--- config.mk ---
export PLATFORM = sky130hd
export DESIGN_NAME = ekf_stage_sched_flat
export DESIGN_NICKNAME = d
export VERILOG_FILES = /design/src/rtl/ekf_stage_sched_if.sv /design/src/rtl/ekf_stage_sched.sv /design/src/flat_wrapper.sv
export SDC_FILE = /design/constraint.sdc
export NUM_CORES = 1
export LEC_CHECK = 0
export ABC_AREA = 1
export BUFFER_PORTS_ARGS = -buffer_cell sky130_fd_sc_hd__buf_2
export CAP_MARGIN = 20
export CORE_MARGIN = 1.5
export CORE_UTILIZATION = 53
export DETAILED_ROUTE_END_ITERATION = 16
export HOLD_SLACK_MARGIN = 0.06
export PLACE_DENSITY = 0.79
export SETUP_SLACK_MARGIN = 0.05
export SLEW_MARGIN = 20
export SYNTH_ARGS = -nofsm -noshare
export SYNTH_HDL_FRONTEND = slang
export SYNTH_SLANG_ARGS = --single-unit
--- constraint.sdc ---
create_clock -name clk -period 2.4 [get_ports clk]
set_input_delay 0.36 -clock clk [delete_from_list [all_inputs] [get_ports clk]]
set_output_delay 0.36 -clock clk [all_outputs]
set_load 0.005 [all_outputs]
--- src/rtl/ekf_stage_sched_if.sv ---
// Purpose : handshake bundle between the EKF stage scheduler and its environment
//           (frame/observation source, RSA array, nonlinear unit).
// Latency : n/a (wires only).
// Backpressure: every transfer is a val/rdy or req/ack pair; see ekf_stage_sched.
// Ports (modports):
//   master - scheduler side: drives rdy for frames/observations, stage and
//            nonlinear-result strobes, nl_req, l_k, landmark_num, status pulses.
//   slave  - environment side: the mirror image of master.
interface ekf_stage_sched_if #(
  parameter int ROW_LEN = 10,
  parameter int OBS_DW  = 4
);
  // frame command
  logic               frame_val;
  logic               frame_rdy;
  logic [OBS_DW-1:0]  obs_num;
  // per-observation command
  logic               obs_val;
  logic               obs_rdy;
  logic               obs_new;
  logic [ROW_LEN-1:0] obs_id;
  // stage issue to RSA (one-hot PRD/NEW/UPD)
  logic [2:0]         stage_val;
  logic [2:0]         stage_rdy;
  // nonlinear result exchange with RSA (one-hot per stage)
  logic [2:0]         nonlinear_m_val;
  logic [2:0]         nonlinear_m_rdy;
  logic [2:0]         nonlinear_s_val;
  logic [2:0]         nonlinear_s_rdy;
  // nonlinear unit start/done
  logic               nl_req;
  logic               nl_ack;
  // status
  logic [ROW_LEN-1:0] l_k;
  logic [ROW_LEN-1:0] landmark_num;
  logic               frame_done;
  logic               err_full;
  logic               err_id;

  modport master (
    input  frame_val, obs_num, obs_val, obs_new, obs_id,
    input  stage_rdy, nonlinear_m_val, nonlinear_m_rdy, nl_ack,
    output frame_rdy, obs_rdy, stage_val, nonlinear_s_val, nonlinear_s_rdy,
    output nl_req, l_k, landmark_num, frame_done, err_full, err_id
  );

  modport slave (
    output frame_val, obs_num, obs_val, obs_new, obs_id,
    output stage_rdy, nonlinear_m_val, nonlinear_m_rdy, nl_ack,
    input  frame_rdy, obs_rdy, stage_val, nonlinear_s_val, nonlinear_s_rdy,
    input  nl_req, l_k, landmark_num, frame_done, err_full, err_id
  );
endinterface

--- src/rtl/ekf_stage_sched.sv ---
// Purpose : sequences EKF-SLAM stages (predict, new-landmark, update) for each
//           frame, coordinating the RSA array and the nonlinear unit.
// Latency : stage_val rises the cycle after a frame/observation is accepted;
//           every FSM output is registered (one cycle after the causing edge).
// Backpressure: each step waits indefinitely on its own handshake input
//           (stage_rdy, nonlinear_m_val, nl_ack, nonlinear_m_rdy, obs_val);
//           frame_rdy / obs_rdy are only high in IDLE / OBS.
// Ports:
//   clk     - single clock, rising edge.
//   sys_rst - synchronous active-high reset.
//   bus     - ekf_stage_sched_if.master: all frame, observation, stage,
//             nonlinear, nl_req/nl_ack and status signals.
module ekf_stage_sched #(
  parameter int ROW_LEN = 10,
  parameter int LM_MAX  = 64,
  parameter int OBS_DW  = 4
) (
  input  logic                clk,
  input  logic                sys_rst,
  ekf_stage_sched_if.master   bus
);

  localparam logic [2:0] ST_PRD = 3'b001;
  localparam logic [2:0] ST_NEW = 3'b010;
  localparam logic [2:0] ST_UPD = 3'b100;

  localparam logic [ROW_LEN-1:0] LM_MAX_C = ROW_LEN'(LM_MAX);

  typedef enum logic [2:0] {
    IDLE,
    ISSUE,
    WAIT_M,
    NL_WAIT,
    SVAL,
    FIN,
    NEXT,
    OBS
  } state_t;

  state_t             state_q;
  logic [2:0]         cur_stage_q;
  logic [OBS_DW-1:0]  obs_left_q;
  logic [ROW_LEN-1:0] l_k_q;
  logic [ROW_LEN-1:0] lm_num_q;

  // registered outputs
  logic               frame_rdy_q;
  logic               obs_rdy_q;
  logic [2:0]         stage_val_q;
  logic [2:0]         nl_s_val_q;
  logic [2:0]         nl_s_rdy_q;
  logic               nl_req_q;
  logic               frame_done_q;
  logic               err_full_q;
  logic               err_id_q;

  // next-state helpers
  logic [OBS_DW-1:0]  obs_left_d;
  logic [ROW_LEN-1:0] lm_num_d;
  logic               lm_full;
  logic               accept_new;
  logic               accept_upd;

  always_comb begin
    obs_left_d = obs_left_q - OBS_DW'(1);
    lm_full    = (lm_num_q >= LM_MAX_C);
    // landmark count saturates at map capacity
    lm_num_d   = lm_full ? lm_num_q : lm_num_q + ROW_LEN'(1);
    accept_new = bus.obs_new && !lm_full;
    accept_upd = !bus.obs_new && (bus.obs_id < lm_num_q);
  end

  always_ff @(posedge clk) begin
    if (sys_rst) begin
      // abandons any in-flight stage: no completion pulses, no count update
      state_q      <= IDLE;
      cur_stage_q  <= 3'b000;
      obs_left_q   <= '0;
      l_k_q        <= '0;
      lm_num_q     <= '0;
      frame_rdy_q  <= 1'b1;
      obs_rdy_q    <= 1'b0;
      stage_val_q  <= 3'b000;
      nl_s_val_q   <= 3'b000;
      nl_s_rdy_q   <= 3'b000;
      nl_req_q     <= 1'b0;
      frame_done_q <= 1'b0;
      err_full_q   <= 1'b0;
      err_id_q     <= 1'b0;
    end else begin
      // single-cycle pulses default low
      nl_req_q     <= 1'b0;
      frame_done_q <= 1'b0;
      err_full_q   <= 1'b0;
      err_id_q     <= 1'b0;

      case (state_q)
        IDLE: begin
          if (bus.frame_val) begin
            obs_left_q  <= bus.obs_num;
            cur_stage_q <= ST_PRD;
            stage_val_q <= ST_PRD;
            frame_rdy_q <= 1'b0;
            state_q     <= ISSUE;
          end
        end

        ISSUE: begin
          // only the bit of the stage being issued counts as acceptance
          if ((bus.stage_rdy & cur_stage_q) != 3'b000) begin
            stage_val_q <= 3'b000;
            state_q     <= WAIT_M;
          end
        end

        WAIT_M: begin
          if ((bus.nonlinear_m_val & cur_stage_q) != 3'b000) begin
            nl_req_q <= 1'b1;
            state_q  <= NL_WAIT;
          end
        end

        NL_WAIT: begin
          if (bus.nl_ack) begin
            nl_s_val_q <= cur_stage_q;
            state_q    <= SVAL;
          end
        end

        SVAL: begin
          nl_s_val_q <= 3'b000;
          state_q    <= FIN;
        end

        FIN: begin
          if ((bus.nonlinear_m_rdy & cur_stage_q) != 3'b000) begin
            nl_s_rdy_q <= cur_stage_q;
            state_q    <= NEXT;
          end
        end

        NEXT: begin
          nl_s_rdy_q <= 3'b000;
          if (cur_stage_q == ST_NEW) begin
            lm_num_q <= lm_num_d;
          end
          if (obs_left_q == '0) begin
            frame_done_q <= 1'b1;
            frame_rdy_q  <= 1'b1;
            state_q      <= IDLE;
          end else begin
            obs_rdy_q <= 1'b1;
            state_q   <= OBS;
          end
        end

        OBS: begin
          if (bus.obs_val) begin
            obs_left_q <= obs_left_d;
            if (accept_new || accept_upd) begin
              cur_stage_q <= accept_new ? ST_NEW : ST_UPD;
              stage_val_q <= accept_new ? ST_NEW : ST_UPD;
              // a new landmark takes the next free slot
              l_k_q       <= accept_new ? lm_num_q : bus.obs_id;
              obs_rdy_q   <= 1'b0;
              state_q     <= ISSUE;
            end else begin
              err_full_q <= bus.obs_new;
              err_id_q   <= !bus.obs_new;
              // rejected observation: stay for the next one or close the frame
              if (obs_left_d == '0) begin
                obs_rdy_q    <= 1'b0;
                frame_done_q <= 1'b1;
                frame_rdy_q  <= 1'b1;
                state_q      <= IDLE;
              end
            end
          end
        end

        default: begin
          state_q <= IDLE;
        end
      endcase
    end
  end

  assign bus.frame_rdy       = frame_rdy_q;
  assign bus.obs_rdy         = obs_rdy_q;
  assign bus.stage_val       = stage_val_q;
  assign bus.nonlinear_s_val = nl_s_val_q;
  assign bus.nonlinear_s_rdy = nl_s_rdy_q;
  assign bus.nl_req          = nl_req_q;
  assign bus.l_k             = l_k_q;
  assign bus.landmark_num    = lm_num_q;
  assign bus.frame_done      = frame_done_q;
  assign bus.err_full        = err_full_q;
  assign bus.err_id          = err_id_q;

endmodule

--- src/flat_wrapper.sv ---
// flat-port wrapper written by rule: the top's interface ports become plain ports
module ekf_stage_sched_flat 
#(
  parameter int ROW_LEN = 10,
  parameter int LM_MAX  = 64,
  parameter int OBS_DW  = 4
)
  (clk, sys_rst, bus_frame_val, bus_obs_num, bus_obs_val, bus_obs_new, bus_obs_id, bus_stage_rdy, bus_nonlinear_m_val, bus_nonlinear_m_rdy, bus_nl_ack, bus_frame_rdy, bus_obs_rdy, bus_stage_val, bus_nonlinear_s_val, bus_nonlinear_s_rdy, bus_nl_req, bus_l_k, bus_landmark_num, bus_frame_done, bus_err_full, bus_err_id);
  ekf_stage_sched_if #(.ROW_LEN(ROW_LEN), .OBS_DW(OBS_DW)) bus_i ();
  input  logic clk;
  input  logic sys_rst;
  input wire logic [$bits(bus_i.frame_val)-1:0] bus_frame_val;
  input wire logic [$bits(bus_i.obs_num)-1:0] bus_obs_num;
  input wire logic [$bits(bus_i.obs_val)-1:0] bus_obs_val;
  input wire logic [$bits(bus_i.obs_new)-1:0] bus_obs_new;
  input wire logic [$bits(bus_i.obs_id)-1:0] bus_obs_id;
  input wire logic [$bits(bus_i.stage_rdy)-1:0] bus_stage_rdy;
  input wire logic [$bits(bus_i.nonlinear_m_val)-1:0] bus_nonlinear_m_val;
  input wire logic [$bits(bus_i.nonlinear_m_rdy)-1:0] bus_nonlinear_m_rdy;
  input wire logic [$bits(bus_i.nl_ack)-1:0] bus_nl_ack;
  output wire logic [$bits(bus_i.frame_rdy)-1:0] bus_frame_rdy;
  output wire logic [$bits(bus_i.obs_rdy)-1:0] bus_obs_rdy;
  output wire logic [$bits(bus_i.stage_val)-1:0] bus_stage_val;
  output wire logic [$bits(bus_i.nonlinear_s_val)-1:0] bus_nonlinear_s_val;
  output wire logic [$bits(bus_i.nonlinear_s_rdy)-1:0] bus_nonlinear_s_rdy;
  output wire logic [$bits(bus_i.nl_req)-1:0] bus_nl_req;
  output wire logic [$bits(bus_i.l_k)-1:0] bus_l_k;
  output wire logic [$bits(bus_i.landmark_num)-1:0] bus_landmark_num;
  output wire logic [$bits(bus_i.frame_done)-1:0] bus_frame_done;
  output wire logic [$bits(bus_i.err_full)-1:0] bus_err_full;
  output wire logic [$bits(bus_i.err_id)-1:0] bus_err_id;
  assign bus_i.frame_val = bus_frame_val;
  assign bus_i.obs_num = bus_obs_num;
  assign bus_i.obs_val = bus_obs_val;
  assign bus_i.obs_new = bus_obs_new;
  assign bus_i.obs_id = bus_obs_id;
  assign bus_i.stage_rdy = bus_stage_rdy;
  assign bus_i.nonlinear_m_val = bus_nonlinear_m_val;
  assign bus_i.nonlinear_m_rdy = bus_nonlinear_m_rdy;
  assign bus_i.nl_ack = bus_nl_ack;
  assign bus_frame_rdy = bus_i.frame_rdy;
  assign bus_obs_rdy = bus_i.obs_rdy;
  assign bus_stage_val = bus_i.stage_val;
  assign bus_nonlinear_s_val = bus_i.nonlinear_s_val;
  assign bus_nonlinear_s_rdy = bus_i.nonlinear_s_rdy;
  assign bus_nl_req = bus_i.nl_req;
  assign bus_l_k = bus_i.l_k;
  assign bus_landmark_num = bus_i.landmark_num;
  assign bus_frame_done = bus_i.frame_done;
  assign bus_err_full = bus_i.err_full;
  assign bus_err_id = bus_i.err_id;
  ekf_stage_sched #(.ROW_LEN(ROW_LEN), .LM_MAX(LM_MAX), .OBS_DW(OBS_DW)) u_core (.clk(clk), .sys_rst(sys_rst), .bus(bus_i));
endmodule
======== Yosys cells after proc, flatten, opt, wreduce, memory -nomap -nowiden ========
Index checks and enable logic that the tools add are counted.
cells by class
  $lt $le $gt $ge ......................... 2
  $add $sub $neg .......................... 2
  equal/unequal tests ..................... 20
  reductions and logical operators ........ 29
  mux-type cells .......................... 41
  bitwise gates (word level) .............. 7
operator list
  operator                                                                              number
  3-bit two-way mux                                                                     15
  3-bit case mux with 8 select lines                                                    1
  3-bit case mux with 2 select lines                                                    3
  3-bit nonzero test                                                                    5
  1-bit two-way mux                                                                     14
  3-bit == test, second input constant                                                  4
  2-bit by 1-bit != test with 1-bit output, second input constant                       6
  10-bit by 1-bit adder with 10-bit output, second input constant                       1
  10-bit by 7-bit greater-or-equal comparator with 1-bit output, second input constant  1
  10-bit less-than comparator                                                           1
  10-bit two-way mux                                                                    1
  2-bit != test, second input constant                                                  5
  3-bit AND                                                                             3
  3-bit by 2-bit == test with 1-bit output, second input constant                       3
  3-bit case mux with 3 select lines                                                    1
  3-bit AND reduction                                                                   3
  4-bit zero test                                                                       2
  4-bit two-way mux                                                                     2
  4-bit case mux with 2 select lines                                                    1
  4-bit AND reduction                                                                   2
  2-bit nonzero test                                                                    4
  7-bit AND reduction                                                                   1
  6-bit AND reduction                                                                   1
  5-bit AND reduction                                                                   1
  13 further kinds                                                                      20
storage, ports and cells
  word-level logic and storage cells ...... 115
  bits of input ports ..................... 29
  flip-flop bits (word level) ............. 45
  output and inout port bits .............. 35

======== Longest topological paths before layout ========
Gate-level depths: netlist of run 1.
  word-level depth ........................ 7
  depth in mapped cells ................... 14
  depth with buffers taken out ............ 14

======== Worst setup path before layout of run 1 ========
OpenSTA, ideal clock, no wires.
  path type ............................... register -> register
  start point ............................. register u_core.lm_num_q[3] (netlist: u_core.bus.landmark_num[3])
  end point ............................... register u_core.l_k_q[6] (netlist: u_core.bus.l_k[6])
  setup slack ............................. 0.710 ns
  stages on the path, launching flop included .. 14
  library setup time ...................... 0.131 ns
  data required time ...................... 2.269 ns
  buffers on the path ..................... 1
  period minus slack after synthesis ...... 1.690 ns
  data arrival time ....................... 1.559 ns
  cells stage by stage .................... dfxtp_1 inv_1 ha_1 nand2_1 nand2_1 nand2_1 nand2_1 nand2_1 nand3_1 nand2_1 nand2_1 buf_2 a21oi_1 nor3_1
on the way
  word-level cells in the longest chain between the ends .. 5
  elaborated cells between the ends (all ways) .. 8
  classes of those cells .................. order compare: 2; mux: 1; reduce/logical: 5
ends and longest elaborated chain
  element                                                        line                    RTL
  from (decl)                                                    ekf_stage_sched.sv:44   logic [ROW_LEN-1:0] lm_num_q;
  from (signal assigned)                                         ekf_stage_sched.sv:145  lm_num_q <= lm_num_d;
  10-bit by 7-bit greater-or-equal comparator with 1-bit output  ekf_stage_sched.sv:66   lm_full = (lm_num_q >= LM_MAX_C);
  1-bit zero test                                                ekf_stage_sched.sv:69   accept_new = bus.obs_new && !lm_full;
  1-bit logical AND                                              ekf_stage_sched.sv:69
  1-bit logical OR                                               ekf_stage_sched.sv:160  if (accept_new || accept_upd) begin
  3-bit AND reduction (no source line)                           n/a
  to (signal assigned)                                           ekf_stage_sched.sv:164  l_k_q <= accept_new ? lm_num_q : bus.obs_id;
  to (decl)                                                      ekf_stage_sched.sv:43   logic [ROW_LEN-1:0] l_k_q;
Several ways; a longest one is shown, not always the timed one.
A chain may end at the register's enable or synchronous reset.

======== Worst setup path in the final report of run 1 ========
Ends and elaborated chain as after synthesis.

==> summary.txt, run 1 <==
CP Max Fanout -> 11
M1 wire length -> 2.45 mm
endpoint of the worst setup timing path -> u_core.bus.l_k[6]
top cell type's share of synthesized area -> 37.1%
share of cells above drive strength 1 -> 21.1%
syn_nets -> 396
WHS -> 0.291 ns
H-tree level count -> 2
Cell variety after synth -> 33
cell count after synthesis -> 354
GPL Wtd Cong -> 0.903
largest net degree at the start of global routing -> 22
clock skew -> 0.0122 ns
row count -> 24
cts hold-fix bufs -> 0
asr flop ratio synth -> 0%
Iteration-0 DRC Markers -> 204
power density over the cells -> 801 mW/mm2
status -> finished clean
cts repair resizes -> 0
die area -> 0.00499 mm2
clk buf depth -> 2
HP Class -> in -> reg
worst reg2reg setup slack -> 0.42 ns
Worst path max stage delay -> 0.39 ns
setup tns final -> 0 ns
ant diodes -> 0
Pre-antenna DRT Iters -> 4
CP Class -> reg -> reg
register area share after synthesis -> 37.1%
Synth Area per Inst -> 6.85 um2
Initial Util -> 55.3%
Post-synth top cells -> nand2_1, dfxtp_1, inv_1
endpoints failing hold -> 0
DR DRC count -> 0
area leader, netlist -> dfxtp_1
post-route clock period utilization -> 82.6%
Max Clk Rate -> 0.504 GHz
worst r2r src -> u_core.bus.landmark_num[3]
Worst VDD drop -> 322 uV
Final ANT Viol Nets -> 0
via density per instance -> 5.33
Clock Sinks -> 45
Num CTS Buffers -> 5
antenna violations before repair -> 0
global-route wire length before repair -> 9.48 mm
RSZ-0062 raised after global routing -> no
Worst-Margin Slew -> 0.556 ns
most frequent CP cell -> nand2_1
Met2 Wirelength -> 2.77 mm
Slew Limit Fails -> 0
Root Driver -> clkbuf_8
number of global-route vias before repair -> 2199
Worst setup startpoint -> u_core.bus.landmark_num[3]
port buffer count -> 63
dominant synthesized flop cell -> dfxtp_1
clock latency on the worst-skew pair -> 0.30 ns
minimum clock period -> 1.98 ns
Max Cap Violations -> 0
arrival time at the worst endpoint -> 2.16 ns
nets -> 459
Top Layer Used -> met4
Pleak -> 1.42 nW
Synthesis Warnings -> 0
GR Overflow Total -> 0
RR Endpoint -> u_core.bus.l_k[6]
crit end category -> register
wire length on met3 -> 387 um
Synth area leaders -> dfxtp_1, nand2_1, a21oi_1
post-synthesis register bit count -> 45
sequential cell area -> 901 um2
multi-input logic area -> 0.00129 mm2
total wire length -> 5.72 mm
die height -> 70.7 um
P&R area growth vs syn -> 18.5%
Avg WL per Cell -> 12.2 um
Post-Syn Area -> 0.00243 mm2
# IOs -> 64
core area -> 0.00438 mm2
# fillers -> 428
GRT Total Usage -> 23.3%
CTS clk-pin slew, worst paths -> 0.09 ns
Die Width -> 70.7 um
via count -> 2505
nature of the critical path startpoint -> register
hpwl dp -> 4.33 mm
Setup Buffers After CTS -> 0
Post-synth EDFFs -> 0
CTS tree -> yes
r2r worst-path depth -> 12
Worst EP required -> 2.58 ns
Slew Limit Headroom -> 62.9%
slowest cell on the critical path -> dfxtp_1
top-count cell post-synth -> nand2_1
Final setup viols -> 0
crit path cell chain -> inv_1 -> ha_1 -> nand2_1 -> nand2_1 -> nand2_1 -> nand2_1 -> nand2_1 -> nand3_1 -> nand2_1 -> nand2_1 -> a21oi_1 -> nor3_1
## how the worst min path moves through the flow
stage | startpoint | to | slack (ns) | depth (start not counted)
final | bus_obs_new | u_core.bus.err_id | 0.29 | 2
after global placement | u_core.bus.frame_rdy | u_core.bus.frame_rdy | 0.43 | 2
after CTS | bus_obs_new | u_core.bus.err_id | 0.28 | 2
after global routing | bus_obs_new | u_core.bus.err_id | 0.27 | 2
after detailed placement | u_core.bus.nonlinear_s_val[2] | u_core.bus.nonlinear_s_val[2] | 0.43 | 2
after floorplan | bus_obs_new | u_core.bus.err_id | 0.43 | 1
## cell usage in the layout (no fill, tap or decap), types with 3 or more instances in the layout
master	count
a21oi_1	38
buf_2	63
clkbuf_8	5
dfxtp_1	45
ha_1	13
inv_1	42
inv_2	3
nand2_1	85
nand2_2	4
nand3_1	19
nand4_1	3
nor2_1	41
nor3_1	5
o21ai_0	25
## through the flow
step                worst slack, ns  instances  util [%]  area, um2  power (W)
floorplan                     0.710        354         -       2430    0.00154
global placement              0.536        462      63.0       2760    0.00171
detailed placement            0.428        462      63.0       2760    0.00173
CTS                           0.408        470      65.6       2870    0.00230
global route                  0.210        470      65.6       2870    0.00247
finish                        0.416        470      65.6       2870    0.00230
## kinds of logic (layout without fill, tap and decap cells)
group | after synthesis | after routing | synth area share, %
xor+xnor | 2 | 2 | 0.722
flops | 45 | 45 | 37.1
simple gates | 170 | 170 | 30.9
fa+ha+maj | 13 | 13 | 6.70
buf+inv | 55 | 119 | 9.85
compound gates | 69 | 69 | 14.7
## cell type report
class                   instances  area share (%)
well taps                      52            2.26
repair buffers                 65            11.5
clock buffers                   6            2.53
multi-input cells             254            44.8
flip-flops and latches         45            31.3
clock inverters                 2            1.35
inverters                      46            6.27
## sequential cells by signal, indices dropped and copies added (netlist names)
| signal | cells |
|---|---|
| u_core.bus.nonlinear_s_val | 3 |
| u_core.bus.err_full | 1 |
| u_core.cur_stage_q | 3 |
| u_core.bus.nl_req | 1 |
| u_core.bus.stage_val | 3 |
| u_core.state_q | 3 |
| u_core.bus.nonlinear_s_rdy | 3 |
| u_core.obs_left_q | 4 |
| u_core.bus.l_k | 10 |
| u_core.bus.err_id | 1 |
| u_core.bus.frame_rdy | 1 |
| u_core.bus.landmark_num | 10 |
| u_core.bus.frame_done | 1 |
| u_core.bus.obs_rdy | 1 |
## power breakdown
part / leakage (nW) / internal (W) / switching (W)
logic: 0.995 / 0.000282 / 0.000484
registers: 0.365 / 0.000843 / 0.000117
clock network: 0.0554 / 0.000313 / 0.000263
## routing by layer
| layer | vias to the layer above | GRT usage, % |
|---|---|---|
| li1 | 1265 | - |
| met1 | 1133 | 28.0 |
| met2 | 97 | 40.5 |
| met3 | 10 | 5.56 |
| met4 | 0 | 9.01 |
| met5 | - | 0 |
## worst max-delay path, delay by kind of cell, from the launching register on
| family | cells | cell delay [ns] |
|---|---|---|
| AND/OR/NAND/NOR | 9 | 0.85 |
| flip-flops | 1 | 0.39 |
| adder cells (fa/ha/maj) | 1 | 0.32 |
| AO/OA/AOI/OAI | 1 | 0.22 |
| buffers and inverters | 1 | 0.10 |
No activity file was read; power rests on OpenSTA's default activity.
==> run 2: changes to the inputs <==
--- a/config.mk
+++ b/config.mk
@@ -9,10 +9,10 @@
 export BUFFER_PORTS_ARGS = -buffer_cell sky130_fd_sc_hd__buf_2
 export CAP_MARGIN = 20
 export CORE_MARGIN = 1.5
-export CORE_UTILIZATION = 53
+export CORE_UTILIZATION = 47
 export DETAILED_ROUTE_END_ITERATION = 16
 export HOLD_SLACK_MARGIN = 0.06
-export PLACE_DENSITY = 0.79
+export PLACE_DENSITY = 0.74
 export SETUP_SLACK_MARGIN = 0.05
 export SLEW_MARGIN = 20
 export SYNTH_ARGS = -nofsm -noshare
==> constraint.sdc (replaced) <==
create_clock -name clk -period 1.59 [get_ports clk]
set_input_delay 0.2385 -clock clk [delete_from_list [all_inputs] [get_ports clk]]
set_output_delay 0.2385 -clock clk [all_outputs]
set_load 0.005 [all_outputs]
==> run 2 against run 1 <==
Net effect: the run now ends with negative setup slack left; routed wire length is 29% higher; clock-buffer cell count is 1 higher; sequential share of layout area is 5.8 points lower; non-clock buffer count is 43 higher; critical path depth stayed put; via count is 10% higher; sequential power is 53% higher; maximum frequency is 15% higher; critical path type unchanged.
==> summary.txt, run 2 (synthesized netlist as in run 1, its figures left out) <==
clk buf depth -> 2 (unchanged)
GPL Wtd Cong -> 0.846 (was 0.903)
Max Clk Rate -> 0.579 GHz (was 0.504 GHz)
Psw -> 0.00155 W (was 0.000864 W)
share of cells above drive strength 1 -> 47.3% (was 21.1%)
Slew Limit Fails -> 0 (unchanged)
minimum clock period -> 1.73 ns (was 1.98 ns)
hpwl dp -> 4.82 mm (was 4.33 mm)
antenna violations before repair -> 0 (unchanged)
Iteration-0 DRC Markers -> 219 (was 204)
DR DRC count -> 0 (unchanged)
WHS -> 0.153 ns (was 0.291 ns)
Sw Ratio -> 38.6% (was 37.5%)
busiest grt layer -> met2 (unchanged)
via count -> 2765 (was 2505)
RSZ-0062 raised after global routing -> yes (was no)
Initial Util -> 50.0% (was 55.3%)
Worst EP required -> 1.79 ns (was 2.58 ns)
ant diodes -> 0 (unchanged)
Worst VDD drop -> 626 uV (was 322 uV)
power density over the cells -> 1100 mW/mm2 (was 801 mW/mm2)
CTS tree -> yes (unchanged)
nets -> 502 (was 459)
Die Width -> 74.8 um (was 70.7 um)
core area -> 0.00485 mm2 (was 0.00438 mm2)
cts hold-fix bufs -> 0 (unchanged)
die area -> 0.00560 mm2 (was 0.00499 mm2)
Worst-Margin Slew -> 0.291 ns (was 0.556 ns)
met2 GRT Util -> 43.1% (was 40.5%)
# IOs -> 64 (unchanged)
global-route wire length before repair -> 10.7 mm (was 9.48 mm)
via density per instance -> 5.24 (was 5.33)
GRT met3 Usage -> 3.21% (was 5.56%)
met1 Usage GRT -> 32.0% (was 28.0%)
Comb pwr share -> 40.5% (was 33.3%)
status -> complete, but fails checks (was finished clean)
clock latency on the worst-skew pair -> 0.31 ns (was 0.30 ns)
GR Overflow Total -> 0 (unchanged)
Final ANT Viol Nets -> 0 (unchanged)
number of global-route vias before repair -> 2431 (was 2199)
nature of the critical path startpoint -> register (unchanged)
most common cell after layout, fill and taps aside -> nand2_1 (unchanged)
Seq pwr share -> 36.8% (was 41.7%)
Max Cap Violations -> 0 (unchanged)
largest net degree at the start of global routing -> 21 (was 22)
Pwr Total -> 0.00401 W (was 0.00230 W)
row count -> 25 (was 24)
Final setup viols -> 23 (was 0)
Final WS setup -> -0.136 ns (was 0.416 ns)
CTS clk-pin slew, worst paths -> 0.09 ns (about the same)
GRT Total Usage -> 24.9% (was 23.3%)
Num CTS Buffers -> 5 (unchanged)
Avg WL per Cell -> 14.0 um (was 12.2 um)
Slew Limit Headroom -> 80.4% (was 62.9%)
crit end category -> register (unchanged)
internal power -> 0.00246 W (was 0.00144 W)
Pre-antenna DRT Iters -> 5 (was 4)
Root Driver -> clkbuf_8 (unchanged)
Clock power frac -> 22.7% (was 25.0%)
post-route clock period utilization -> 109% (was 82.6%)
CP Class -> reg -> reg (unchanged)
CP Max Fanout -> 6 (was 11)
endpoints failing hold -> 0 (unchanged)
P&R area growth vs syn -> 49.7% (was 18.5%)
clock skew -> 0.0123 ns (was 0.0122 ns)
HP Class -> in -> reg (unchanged)
Clock Sinks -> 45 (unchanged)
failing checks -> negative setup slack
die height -> 74.8 um (was 70.7 um)
Pleak -> 1.70 nW (was 1.42 nW)
H-tree level count -> 2 (unchanged)
most frequent cells in the layout -> nand2_1, buf_2, buf_4 (was nand2_1, buf_2, dfxtp_1)
arrival time at the worst endpoint -> 1.92 ns (was 2.16 ns)
total wire length -> 7.41 mm (was 5.72 mm)
port buffer count -> 63 (unchanged)
## run 2: power by group through the flow
stage                     Combinational, W  Clock [W]  Sequential (W)
final                              0.00162   0.000909         0.00147
after global routing               0.00179   0.000940         0.00150
after CTS                          0.00140   0.000913         0.00144
after detailed placement           0.00128          0         0.00145
after global placement             0.00125          0         0.00145
after floorplan                   0.000921          0         0.00141
## run 2: final timing paths
| kind | depth (start not counted) | startpoint | end | slack (ns) |
|---|---|---|---|---|
| setup / recovery | 12 | u_core.bus.landmark_num[6] | u_core.bus.frame_rdy | -0.14 |
| hold / removal | 2 | bus_obs_new | u_core.bus.err_id | 0.15 |
| setup reg to reg | 12 | u_core.bus.landmark_num[6] | u_core.bus.frame_rdy | -0.14 |
| hold reg to reg | 2 | u_core.bus.nonlinear_s_val[1] | u_core.bus.nonlinear_s_val[1] | 0.45 |
## run 2: layout make-up
cell class                 instances  area, um2
clock buffer                       7       86.3
clock inverter                     1       30.0
fill                             345       1220
inverter                          46        183
multi-input combinational        254       1650
sequential                        45        927
tap                               67       83.8
timing repair buffer             108        672
## run 2: metrics by stage
stage | TNS, ns | instances | cell area (um2) | worst slack [ns] | util, %
finish | -1.36 | 528 | 3630 | -0.136 | 74.9
CTS | -0.150 | 519 | 3420 | -0.0418 | 70.6
floorplan | 0 | 354 | 2460 | 0.0426 | -
global placement | -0.588 | 509 | 3050 | -0.0535 | 63.0
detailed placement | -1.33 | 509 | 3050 | -0.135 | 63.0
global route | -2.97 | 528 | 3630 | -0.198 | 74.9
## run 2: worst max-delay path, cell delays in order, from the launching register on
cell	delay (ns)
dfxtp_2	0.34
inv_2	0.04
ha_1	0.31
nand2_2	0.11
nor2_4	0.05
nand3_1	0.07
nand3_2	0.11
nand2_4	0.18
inv_2	0.07
nand2_2	0.09
nand2_2	0.06
nor2_2	0.11
nand2_1	0.07
## run 2: per-layer routing
layer / vias up / part of all wire, %
li1: 1366 / -
met1: 1260 / 43
met2: 120 / 49
met3: 19 / 5.7
met4: 0 / 1.8
met5: - / 0
## run 2: repair_timing
item	4_1_cts	5_1_grt
pin swaps	28	20
buffers inserted	1	9
setup endpoints to repair	28	33
gates cloned	1	0
resized for setup	58	46
==> run 3: changes to the inputs <==
--- a/config.mk
+++ b/config.mk
@@ -5,14 +5,12 @@
 export SDC_FILE = /design/constraint.sdc
 export NUM_CORES = 1
 export LEC_CHECK = 0
-export ABC_AREA = 1
 export BUFFER_PORTS_ARGS = -buffer_cell sky130_fd_sc_hd__buf_2
 export CAP_MARGIN = 20
-export CORE_MARGIN = 1.5
 export CORE_UTILIZATION = 47
 export DETAILED_ROUTE_END_ITERATION = 16
 export HOLD_SLACK_MARGIN = 0.06
-export PLACE_DENSITY = 0.74
+export PLACE_DENSITY = 0.73
 export SETUP_SLACK_MARGIN = 0.05
 export SLEW_MARGIN = 20
 export SYNTH_ARGS = -nofsm -noshare
==> run 3 against run 2 <==
Net effect: sequential cell count unchanged; the flow still finishes with violations (negative setup slack); via count down 1.8%; highest routed layer unchanged; critical endpoint is now u_core.bus.l_k[6]; critical path depth down 4; die area down 5.5%; routed wire length up 2.2%.
==> summary.txt, run 3 <==
die height -> 72.7 um (was 74.8 um)
asr flop ratio synth -> 0% (unchanged)
global-route wire length before repair -> 11.5 mm (was 10.7 mm)
syn_nets -> 332 (was 396)
Hold Crit Depth -> 3 (was 2)
Slew Limit Fails -> 0 (unchanged)
r2r worst-path depth -> 8 (was 12)
clk buf depth -> 2 (unchanged)
Initial Util -> 49.5% (was 50.0%)
Avg WL per Cell -> 15.4 um (was 14.0 um)
DR DRC count -> 0 (unchanged)
GPL Wtd Cong -> 0.884 (was 0.846)
CTS tree -> yes (unchanged)
Post-synth EDFFs -> 0 (unchanged)
Worst setup startpoint -> u_core.bus.landmark_num[7] (was u_core.bus.landmark_num[6])
Worst-Margin Slew -> 0.563 ns (was 0.291 ns)
Slew Limit Headroom -> 62.4% (was 80.4%)
GR Overflow Total -> 0 (unchanged)
Post-DP Area -> 0.00332 mm2 (was 0.00305 mm2)
cts hold-fix bufs -> 0 (unchanged)
Cell variety after synth -> 46 (was 33)
Worst VDD drop -> 673 uV (was 626 uV)
antenna violations before repair -> 0 (unchanged)
minimum clock period -> 2.22 ns (was 1.73 ns)
post-synthesis register bit count -> 45 (unchanged)
Max Clk Rate -> 0.450 GHz (was 0.579 GHz)
ant diodes -> 0 (unchanged)
row count -> 25 (unchanged)
Final WS setup -> -0.632 ns (was -0.136 ns)
via density per instance -> 5.53 (was 5.24)
largest net degree at the start of global routing -> 19 (was 21)
crit path cell chain -> inv_2 -> ha_4 -> a211oi_2 -> nor2_1 -> or4_4 -> o21a_4 -> o21ai_0 -> a21oi_1 (was inv_2 -> ha_1 -> nand2_2 -> nor2_4 -> nand3_1 -> nand3_2 -> nand2_4 -> inv_2 -> nand2_2 -> nand2_2 -> nor2_2 -> nand2_1)
most frequent cells in the layout -> buf_4, buf_2, nor2_1 (was nand2_1, buf_2, buf_4)
top cell type's share of synthesized area -> 38.3% (was 37.1%)
Synth area leaders -> dfxtp_1, ha_1, a21oi_1 (was dfxtp_1, nand2_1, a21oi_1)
port buffer count -> 63 (unchanged)
nets -> 465 (was 502)
CP delay by family, top -> compound AO/OA/AOI/OAI gates (was simple AND/OR/NAND/NOR gates)
final core occ -> 77.3% (was 74.9%)
cell count after synthesis -> 290 (was 354)
nature of the critical path startpoint -> register (unchanged)
GRT Total Usage -> 28.1% (was 24.9%)
area leader, netlist -> dfxtp_1 (unchanged)
post-route clock period utilization -> 140% (was 109%)
CP Depth -> 8 (was 12)
CP Class -> reg -> reg (unchanged)
endpoints failing hold -> 0 (unchanged)
worst r2r src -> u_core.bus.landmark_num[7] (was u_core.bus.landmark_num[6])
slowest cell on the critical path -> or4_4 (was dfxtp_2)
power density over the cells -> 863 mW/mm2 (was 1100 mW/mm2)
clock latency on the worst-skew pair -> 0.30 ns (was 0.31 ns)
top-count cell post-synth -> dfxtp_1 (was nand2_1)
CP Buf/Inv Count -> 1 (was 2)
clock skew -> 0.00673 ns (was 0.0123 ns)
Final setup viols -> 30 (was 23)
setup tns final -> -14.22 ns (was -1.36 ns)
Clock Sinks -> 45 (unchanged)
Synth Area per Inst -> 8.11 um2 (was 6.85 um2)
final instance area -> 0.00367 mm2 (was 0.00363 mm2)
status -> complete, but fails checks (unchanged)
CTS clk-pin slew, worst paths -> 0.09 ns (about the same)
die area -> 0.00529 mm2 (was 0.00560 mm2)
Synthesis Warnings -> 0 (unchanged)
CP Max Fanout -> 6 (unchanged)
Post-synth top cells -> dfxtp_1, nor2_1, a21oi_1 (was nand2_1, dfxtp_1, inv_1)
Max Cap Violations -> 0 (unchanged)
worst min-delay path startpoint -> bus_obs_id[8] (was bus_obs_new)
Root Driver -> clkbuf_8 (unchanged)
Iteration-0 DRC Markers -> 188 (was 219)
Pre-antenna DRT Iters -> 5 (unchanged)
# IOs -> 64 (unchanged)
dominant synthesized flop cell -> dfxtp_1 (unchanged)
H-tree level count -> 2 (unchanged)
share of cells above drive strength 1 -> 46.9% (was 47.3%)
number of global-route vias before repair -> 2526 (was 2431)
register area share after synthesis -> 38.3% (was 37.1%)
Post-Syn Area -> 0.00235 mm2 (was 0.00243 mm2)
Worst EP required -> 1.77 ns (was 1.79 ns)
failing checks -> negative setup slack (unchanged)
HP Class -> in -> reg (unchanged)
RSZ-0062 raised after global routing -> yes (unchanged)
hpwl dp -> 5.32 mm (was 4.82 mm)
total wire length -> 7.57 mm (was 7.41 mm)
via count -> 2715 (was 2765)
arrival time at the worst endpoint -> 2.41 ns (was 1.92 ns)
Num CTS Buffers -> 5 (unchanged)
Final ANT Viol Nets -> 0 (unchanged)
core area -> 0.00475 mm2 (was 0.00485 mm2)
P&R area growth vs syn -> 56.2% (was 49.7%)
most common cell after layout, fill and taps aside -> buf_4 (was nand2_1)
Die Width -> 72.7 um (was 74.8 um)
Pleak -> 1.64 nW (was 1.70 nW)
crit end category -> register (unchanged)
Worst path max stage delay -> 0.58 ns (was 0.34 ns)
## run 3: area by class of cell
class | instances | area (um2)
multi-input cells | 212 | 1560
fillers | 323 | 1080
repair buffers | 141 | 925
flip-flops and latches | 45 | 916
well taps | 67 | 83.8
clock buffers | 6 | 82.6
inverters | 18 | 67.6
clock inverters | 2 | 37.5
## run 3: final timing paths
check,end,slack (ns)
worst max-delay path,u_core.bus.l_k[6],-0.63
worst min-delay path,u_core.bus.l_k[8],0.22
worst max register to register,u_core.bus.l_k[6],-0.63
worst min register to register,u_core.bus.landmark_num[8],0.48
## run 3: where the power goes
part           switching, W  internal, W
Combinational      0.000524     0.000479
Clock              0.000401     0.000511
Sequential        0.0000596      0.00120
Total              0.000984      0.00219
## run 3: metal layers
| metal | wire length, um | GRT usage (%) | vias to the layer above |
|---|---|---|---|
| met5 | 0 | 0 | - |
| met4 | 138 | 9.80 | 0 |
| met3 | 429 | 6.63 | 16 |
| met2 | 3760 | 46.7 | 105 |
| met1 | 3240 | 35.7 | 1282 |
| li1 | - | - | 1312 |
## run 3: stage by stage
step | setup slack [ns] | power [W] | cells | hold WS, ns
6_report | -0.632 | 0.00317 | 491 | 0.222
5_1_grt | -0.685 | 0.00334 | 491 | 0.212
2_1_floorplan | -0.411 | 0.00177 | 290 | 0.317
4_1_cts | -0.522 | 0.00310 | 486 | 0.205
3_3_place_gp | -0.507 | 0.00213 | 470 | 0.456
3_5_place_dp | -0.565 | 0.00215 | 470 | 0.467
## run 3: tightest hold or removal path, stage by stage
cell	delay, ns
buf_2	0.13
nand3_2	0.06
a21oi_1	0.05
## run 3: cell families after synthesis
| logic type | after synthesis | share of synthesized area [%] |
|---|---|---|
| buffers and inverters | 33 | 5.27 |
| AO/OA/AOI/OAI | 86 | 23.1 |
| multiplexers | 7 | 2.98 |
| flip-flops | 45 | 38.3 |
| XOR/XNOR | 5 | 1.86 |
| AND/OR/NAND/NOR | 101 | 21.6 |
| adder cells (fa/ha/maj) | 13 | 6.92 |
## run 3: what timing repair did
item                       CTS  global route
setup buffers                8             5
cloned                       0             0
pin swaps                   15             6
setup endpoints to repair   37            37
resized for setup           17            16
